**src/rtl/color_receiver.sv**
```systemverilog
// -----------------------------------------------------------------------------
// color_receiver
//   UART (8N1, LSB first) receiver that assembles three consecutive bytes into
//   one 24-bit {R,G,B} pixel and optionally tracks the pixel's x/y position in
//   an IMG_W x IMG_H frame.
//
//   Optional feature macro: COLOR_RX_COORD_EN
//     defined   -> x/y position counters and frame_done are built
//     undefined -> x, y and frame_done are tied to 0
//
// Parameters
//   CLKS_PER_BIT  clk cycles per UART bit (4..65535)
//   IMG_W         pixels per row        (1..256)
//   IMG_H         rows per frame        (1..256)
//
// Ports
//   clk            system clock, rising edge
//   reset          synchronous, active-high reset
//   RxD            asynchronous UART line, idle high
//   rgb            last assembled pixel {R,G,B}, held between strobes
//   valid          one-cycle strobe: rgb/x/y carry a new pixel
//   x, y           position of the pixel strobed by valid
//   frame_done     one-cycle strobe with valid for the last pixel of a frame
//   framing_error  one-cycle strobe when a stop bit samples low
//   busy           bit FSM is outside IDLE
// -----------------------------------------------------------------------------
module color_receiver #(
    parameter int CLKS_PER_BIT = 868,
    parameter int IMG_W        = 160,
    parameter int IMG_H        = 120
) (
    input  logic        clk,
    input  logic        reset,
    input  logic        RxD,
    output logic [23:0] rgb,
    output logic        valid,
    output logic [7:0]  x,
    output logic [7:0]  y,
    output logic        frame_done,
    output logic        framing_error,
    output logic        busy
);

    typedef enum logic [1:0] {IDLE, START, DATA, STOP} state_t;

    localparam logic [15:0] BIT_END  = 16'(CLKS_PER_BIT - 1);
    localparam logic [15:0] HALF_END = 16'(CLKS_PER_BIT / 2 - 1);

    state_t      state_reg, state_next;
    logic        rx_meta_reg, rx_s_reg;
    logic [15:0] cnt_reg, cnt_next;
    logic [2:0]  bit_idx_reg, bit_idx_next;
    logic [7:0]  shift_reg, shift_next;
    logic [1:0]  byte_idx_reg, byte_idx_next;
    logic [7:0]  r_reg, r_next;
    logic [7:0]  g_reg, g_next;
    logic [23:0] rgb_reg, rgb_next;
    logic        valid_reg, valid_next;
    logic        ferr_reg, ferr_next;

    // Two-flop synchronizer; flops reset to the idle (high) line level so a
    // reset never looks like a start bit.
    always_ff @(posedge clk) begin
        if (reset) begin
            rx_meta_reg <= 1'b1;
            rx_s_reg    <= 1'b1;
        end else begin
            rx_meta_reg <= RxD;
            rx_s_reg    <= rx_meta_reg;
        end
    end

    always_ff @(posedge clk) begin
        if (reset) begin
            state_reg    <= IDLE;
            cnt_reg      <= '0;
            bit_idx_reg  <= '0;
            shift_reg    <= '0;
            byte_idx_reg <= '0;
            r_reg        <= '0;
            g_reg        <= '0;
            rgb_reg      <= '0;
            valid_reg    <= 1'b0;
            ferr_reg     <= 1'b0;
        end else begin
            state_reg    <= state_next;
            cnt_reg      <= cnt_next;
            bit_idx_reg  <= bit_idx_next;
            shift_reg    <= shift_next;
            byte_idx_reg <= byte_idx_next;
            r_reg        <= r_next;
            g_reg        <= g_next;
            rgb_reg      <= rgb_next;
            valid_reg    <= valid_next;
            ferr_reg     <= ferr_next;
        end
    end

    always_comb begin
        state_next    = state_reg;
        cnt_next      = cnt_reg;
        bit_idx_next  = bit_idx_reg;
        shift_next    = shift_reg;
        byte_idx_next = byte_idx_reg;
        r_next        = r_reg;
        g_next        = g_reg;
        rgb_next      = rgb_reg;
        valid_next    = 1'b0;
        ferr_next     = 1'b0;

        case (state_reg)
            IDLE: begin
                if (!rx_s_reg) begin
                    state_next = START;
                    cnt_next   = '0;
                end
            end
            START: begin
                // Re-check the line half a bit in; a high level means the
                // falling edge was a glitch.
                if (cnt_reg == HALF_END) begin
                    cnt_next = '0;
                    if (rx_s_reg) begin
                        state_next = IDLE;
                    end else begin
                        state_next   = DATA;
                        bit_idx_next = '0;
                    end
                end else begin
                    cnt_next = cnt_reg + 16'd1;
                end
            end
            DATA: begin
                if (cnt_reg == BIT_END) begin
                    cnt_next                = '0;
                    shift_next[bit_idx_reg] = rx_s_reg;
                    bit_idx_next            = bit_idx_reg + 3'd1;
                    if (bit_idx_reg == 3'd7) begin
                        state_next = STOP;
                    end
                end else begin
                    cnt_next = cnt_reg + 16'd1;
                end
            end
            STOP: begin
                // Sampling mid-stop-bit and leaving immediately leaves half a
                // bit of slack to catch a back-to-back start bit.
                if (cnt_reg == BIT_END) begin
                    cnt_next   = '0;
                    state_next = IDLE;
                    if (rx_s_reg) begin
                        case (byte_idx_reg)
                            2'd0: begin
                                r_next        = shift_reg;
                                byte_idx_next = 2'd1;
                            end
                            2'd1: begin
                                g_next        = shift_reg;
                                byte_idx_next = 2'd2;
                            end
                            default: begin
                                rgb_next      = {r_reg, g_reg, shift_reg};
                                valid_next    = 1'b1;
                                byte_idx_next = 2'd0;
                            end
                        endcase
                    end else begin
                        // Drop the byte and any partially built pixel.
                        ferr_next     = 1'b1;
                        byte_idx_next = 2'd0;
                    end
                end else begin
                    cnt_next = cnt_reg + 16'd1;
                end
            end
            default: state_next = IDLE;
        endcase
    end

    assign rgb           = rgb_reg;
    assign valid         = valid_reg;
    assign framing_error = ferr_reg;
    assign busy          = (state_reg != IDLE);

`ifdef COLOR_RX_COORD_EN
    localparam logic [7:0] X_LAST = 8'(IMG_W - 1);
    localparam logic [7:0] Y_LAST = 8'(IMG_H - 1);

    logic [7:0] pos_x_reg, pos_y_reg;
    logic [7:0] x_reg, y_reg;
    logic       fd_reg;

    // pos_* is the position the next pixel will occupy; it is latched into
    // x/y together with valid and then advanced.
    always_ff @(posedge clk) begin
        if (reset) begin
            pos_x_reg <= '0;
            pos_y_reg <= '0;
            x_reg     <= '0;
            y_reg     <= '0;
            fd_reg    <= 1'b0;
        end else begin
            fd_reg <= 1'b0;
            if (valid_next) begin
                x_reg  <= pos_x_reg;
                y_reg  <= pos_y_reg;
                fd_reg <= (pos_x_reg == X_LAST) && (pos_y_reg == Y_LAST);
                if (pos_x_reg == X_LAST) begin
                    pos_x_reg <= '0;
                    pos_y_reg <= (pos_y_reg == Y_LAST) ? 8'd0 : pos_y_reg + 8'd1;
                end else begin
                    pos_x_reg <= pos_x_reg + 8'd1;
                end
            end
        end
    end

    assign x          = x_reg;
    assign y          = y_reg;
    assign frame_done = fd_reg;
`else
    // Frame dimensions only matter for position tracking.
    logic [1:0] unused_dims;
    assign unused_dims = {IMG_W[0], IMG_H[0]};

    assign x          = 8'd0;
    assign y          = 8'd0;
    assign frame_done = 1'b0;
`endif

endmodule
```
**config.mk**
```make
export PLATFORM = sky130hd
export DESIGN_NAME = color_receiver
export DESIGN_NICKNAME = d
export VERILOG_FILES = /design/src/rtl/color_receiver.sv
export SDC_FILE = /design/constraint.sdc
export NUM_CORES = 1
export LEC_CHECK = 0
export CELL_PAD_IN_SITES_DETAIL_PLACEMENT = 1
export CELL_PAD_IN_SITES_GLOBAL_PLACEMENT = 2
export CORE_ASPECT_RATIO = 1.75
export CORE_MARGIN = 2
export CORE_UTILIZATION = 33
export CTS_CLUSTER_DIAMETER = 30
export DETAILED_ROUTE_END_ITERATION = 8
export PLACE_DENSITY_LB_ADDON = 0.12
export SETUP_SLACK_MARGIN = 0.05
export SLEW_MARGIN = 10
export SYNTH_ARGS = -nofsm -noshare
export SYNTH_HDL_FRONTEND = slang
export SYNTH_SLANG_ARGS = --single-unit
```
**constraint.sdc**
```tcl
create_clock -name clk -period 3.05 [get_ports clk]
set_input_delay 0.61 -clock clk [delete_from_list [all_inputs] [get_ports clk]]
set_output_delay 0.61 -clock clk [all_outputs]
set_load 0.05 [all_outputs]
```
After elaboration in Yosys (flattened, before gate mapping)
Cells that the tools add are included.

Register bits: 75. Output and inout port bits: 44.

Eq/ne operators: 13. Magnitude comparators: 2. Muxes and demuxes: 22. Add/subtract/negate cells: 2. Reductions and logical operators: 16. Bitwise logic cells: 4.

Operators with widths (count): $mux 16 (3); $pmux 16 s3 (1); $add 16x1->16 const B (1); $eq 16x10->1 const B (1); $eq 16x9->1 const B (1); $reduce_and 4->1 (4); $mux 2 (7); $ne 2x2->1 const B (6); $mux 3 (3); $bwmux 8 (1); $pmux 2 s4 (1); $pmux 3 s2 (1); $reduce_and 5->1 (1); $eq 2x1->1 const B (2); $eq 2x2->1 const B (2); $logic_not 2->1 (2); $lt 3x4->1 const B (1); $not 1->1 (4); $pmux 2 s2 (1); $reduce_and 2->1 (2); $reduce_bool 2->1 (2); $reduce_or 2->1 (2); $reduce_or 4->1 (1); $add 3x1->3 const B (1); other kinds (6) (8).

Logic depth before layout (Yosys ltp)
Depth after elaboration: 5. Gate-level depth with buffers: 9. Depth with buffers taken out: 7.

Worst setup path after synthesis
Ideal clock, no wire load.

Kind: flip-flop to flip-flop. Start: register cnt_reg[0]. End: register cnt_reg[10]. Arrival: 2.380 ns. Buffers on the path: 2. Cell stages (with the launch flop): 9. Setup time: 0.122 ns. Path slack: 0.548 ns. Path through: dfxtp_1 -> ha_1 -> or4bb_1 -> or4_1 -> buf_2 -> a32o_2 -> buf_6 -> and3_1 -> a221o_1.

Word-level cells in the longest chain between the ends: 3. Elaborated cells on any way between the ends: 6. Those cells by class: add/sub (1); eq/ne (2); mux (3).

RTL lines: from (decl) (RTL line 51) `logic [15:0] cnt_reg, cnt_next;`; from (signal assigned) (RTL line 87) `cnt_reg <= cnt_next;`; $add 16x1->16 (tied with other cells) (RTL line 130, 142, 173); $mux 16 (on tied branches) (RTL line 134, 148, 121); $pmux 16 s3 * (RTL line 111) `case (state_reg)`.

Mark *: on every way between the ends. The rest lies on a longest branch, timed or not. A chain may end at the register's enable or synchronous reset.

Worst setup path after layout
Same ends and word-level chain as after synthesis.

==> summary.txt <==
Run status
  – Outcome: completed

Global route
  – Maximum number of pins on one net before global-route repair: 37
  – Antenna violations before repair: 0
  – Vias in the first global route: 2,658
  – Total track usage: 16.8%
  – GRT overflow: 0
  – First-pass GRT wire length: 13.8 mm

Floorplanning
  – Starting Density: 33.8%
  – Placement row count: 48
  – Full die area: 0.0110 mm^2
  – Die Width: 80.0 um
  – Die Ht: 137 um
  – Core Box Area: 0.00985 mm^2
  – Ports: 47

Worst setup path
  – Worst Path Max Fanout: 19
  – CP Data Required Time: 3.27 ns
  – Critical path class: flop to flop
  – Top delay family on crit path: simple AND/OR/NAND/NOR gates
  – Worst path bufs/invs: 0
  – Worst setup EP type: flop
  – Worst stage delay on the critical path: 0.57 ns
  – Startpoint types: flop
  – Slowest cell on crit path: or4b_2
  – CP cell instances: ha_1 > or4b_2 > or4_1 > a32o_2 > and3_1 > a221o_1
  – R2r setup slk: 0.34 ns
  – Worst EP arrival: 2.92 ns
  – FF-to-FF Start: cnt_reg[0]
  – CP Launch Point: cnt_reg[0]

Power and ir drop
  – Maximum vdd drop: 0.000280 V
  – Combinational fraction of design power: 4.8%
  – Clock power frac: 50.9%
  – Power density over the cells: 560 mW/mm^2
  – Part of the power in registers: 44.3%
  – Net Sw Frac: 22.2%
  – Lkg Pwr: 1.50 nW
  – Net Sw Power: 0.496 mW
  – Int Power: 1.74 mW

Yosys
  – Post-synth top area cell: dfxtp_1
  – Synth Instances: 357
  – Ys async rst share: 0%
  – Ys flop type: dfxtp_1
  – Syn avg cell area: 9.34 um^2
  – Distinct cells, synth: 47
  – Synthesized cell area: 0.00333 mm^2
  – Most common cell in the synthesized netlist: dfxtp_1
  – Number of flops mapped to enable cells by yosys: 0
  – Synth top area cells: dfxtp_1, mux2i_1, nor2_1, buf_4, nand2_1
  – Synth top area share: 45.0%
  – #FFs+latches synth: 75
  – Share of the yosys chip area belonging to registers: 45.0%
  – Synth warn: 0
  – Top post-synthesis cells by count: dfxtp_1, nor2_1, mux2i_1

Finish
  – Share of layout cells above drive strength 1: 9.02%
  – ANT cells: 0
  – Fillcell total: 1,150
  – Max FFs per register: 24
  – Area delta synth->final: 19.8%
  – Final core occ: 40.5%
  – NumNets Final: 390

STA
  – Final setup violation count: 0
  – Rel. slew slack: 56.1%
  – F_max: 0.369 GHz
  – Tmin final: 2.71 ns
  – Final Hold Fails: 0
  – Worst Skew: 0.00715 ns
  – Setup TNS: 0 ns
  – Fin crit share: 88.7%
  – Slew Viols, Final: 0
  – Hold WS: 0.411 ns
  – Slew @ Worst Pin: 0.653 ns
  – RSZ-0062 raised after global routing: false

Drt
  – Routed len/inst: 16.3 um
  – ANT nets after route: 0
  – Vias: 2,610
  – Vias per inst: 5.09
  – Total Wirelength: 8.35 mm
  – DRT Pass-1 Iters: 4
  – Initial DRC count: 105
  – # DRC: 0

Clock network
  – Clock buffer count from CTS: 9
  – CTS Hold Bufs: 0
  – Clk_lat worst skew: 0.33 ns
  – Total setup buffers inserted after CTS: 0
  – CTS Buffer Depth: 2
  – Clock Sinks: 75
  – CTS tree: done
  – Clock slew at reported path FFs: 0.06 ns
  – CTS Root Cell: clkbuf_16
  – Htree depth: 3
  – # resized after CTS: 0

Place
  – Post-DP HPWL: 6.03 mm
  – PortBufs: 29
  – RePlAce Congestion: 0.755

Min path
  – Hold Crit Class: flop to flop
  – Hold Crit Start: rx_meta_reg

Flow run
  – Max cap viols: 0
==> layer usage <==
metal	global-route usage (%)	vias to the layer above	wire, um
met5	0	-	0
li1	-	1281	-
met4	6.69	0	123
met2	30.5	38	4700
met3	4.42	9	203
met1	18.0	1282	3330
==> worst register-to-register path, delay by kind of cell (launching register included) <==
family / cells / cell delay (ns)
and+or+nand+nor: 3 / 1.31
adders and majority gates: 1 / 0.17
DFF: 1 / 0.42
AOI/OAI and AO/OA: 2 / 0.69
==> placed cells by master, fill, tap and decap left out, types with 3 or more instances in the layout <==
| cell | count |
|---|---|
| dfxtp_1 | 75 |
| nor2_1 | 61 |
| mux2i_1 | 48 |
| clkdlybuf4s50_1 | 28 |
| nand2_1 | 21 |
| conb_1 | 17 |
| a31oi_1 | 11 |
| nand3_1 | 9 |
| clkbuf_16 | 9 |
| inv_1 | 8 |
| buf_4 | 7 |
| a21oi_1 | 6 |
| or2_2 | 5 |
| and3_1 | 5 |
| nor4_1 | 5 |
| a22o_1 | 4 |
| nor4_2 | 4 |
| nor3_1 | 4 |
| nand2b_1 | 4 |
| ha_1 | 4 |
| nor2b_1 | 3 |
| or4_1 | 3 |
| nand4_1 | 3 |
==> power by group through the flow <==
stage | Clock, mW | Combinational [mW] | Sequential [mW]
finish | 1.14 | 0.108 | 0.991
global route | 1.22 | 0.117 | 0.991
CTS | 1.17 | 0.109 | 0.990
detailed placement | 0 | 0.109 | 1.01
global placement | 0 | 0.108 | 1.01
floorplan | 0 | 0.109 | 1.01
==> stage by stage <==
stage	power [mW]	instances	worst slack, ns	instance area, um^2
6_report	2.24	513	0.343	3990
5_1_grt	2.33	513	0.226	3990
4_1_cts	2.27	513	0.357	3990
3_5_place_dp	1.12	497	0.372	3670
3_3_place_gp	1.12	497	0.435	3670
2_1_floorplan	1.12	373	0.548	3390
==> logic make-up after synthesis <==
kind of cell / Yosys count / share of synthesized area (%)
compound gates: 40 / 8.86
xor+xnor: 3 / 0.788
fa+ha+maj: 4 / 1.50
buf+inv: 46 / 7.92
flops: 75 / 45.0
mux: 48 / 14.4
other cells: 1 / 0.113
simple gates: 140 / 21.4
==> final timing paths <==
check / to / cells past startpoint
max: cnt_reg[10] / 6
min: rx_s_reg / 1
max reg2reg: cnt_reg[10] / 6
min reg2reg: rx_s_reg / 1
==> cell type report <==
type,instances,area (um^2),area share [%]
multi-input cells,252,1630,40.8
flip-flops and latches,75,1500,37.6
repair buffers,37,358,8.96
clock buffers,12,246,6.17
well taps,125,156,3.92
clock inverters,4,73.8,1.85
inverters,8,30.0,0.752
(Power assumes the default switching activity.)
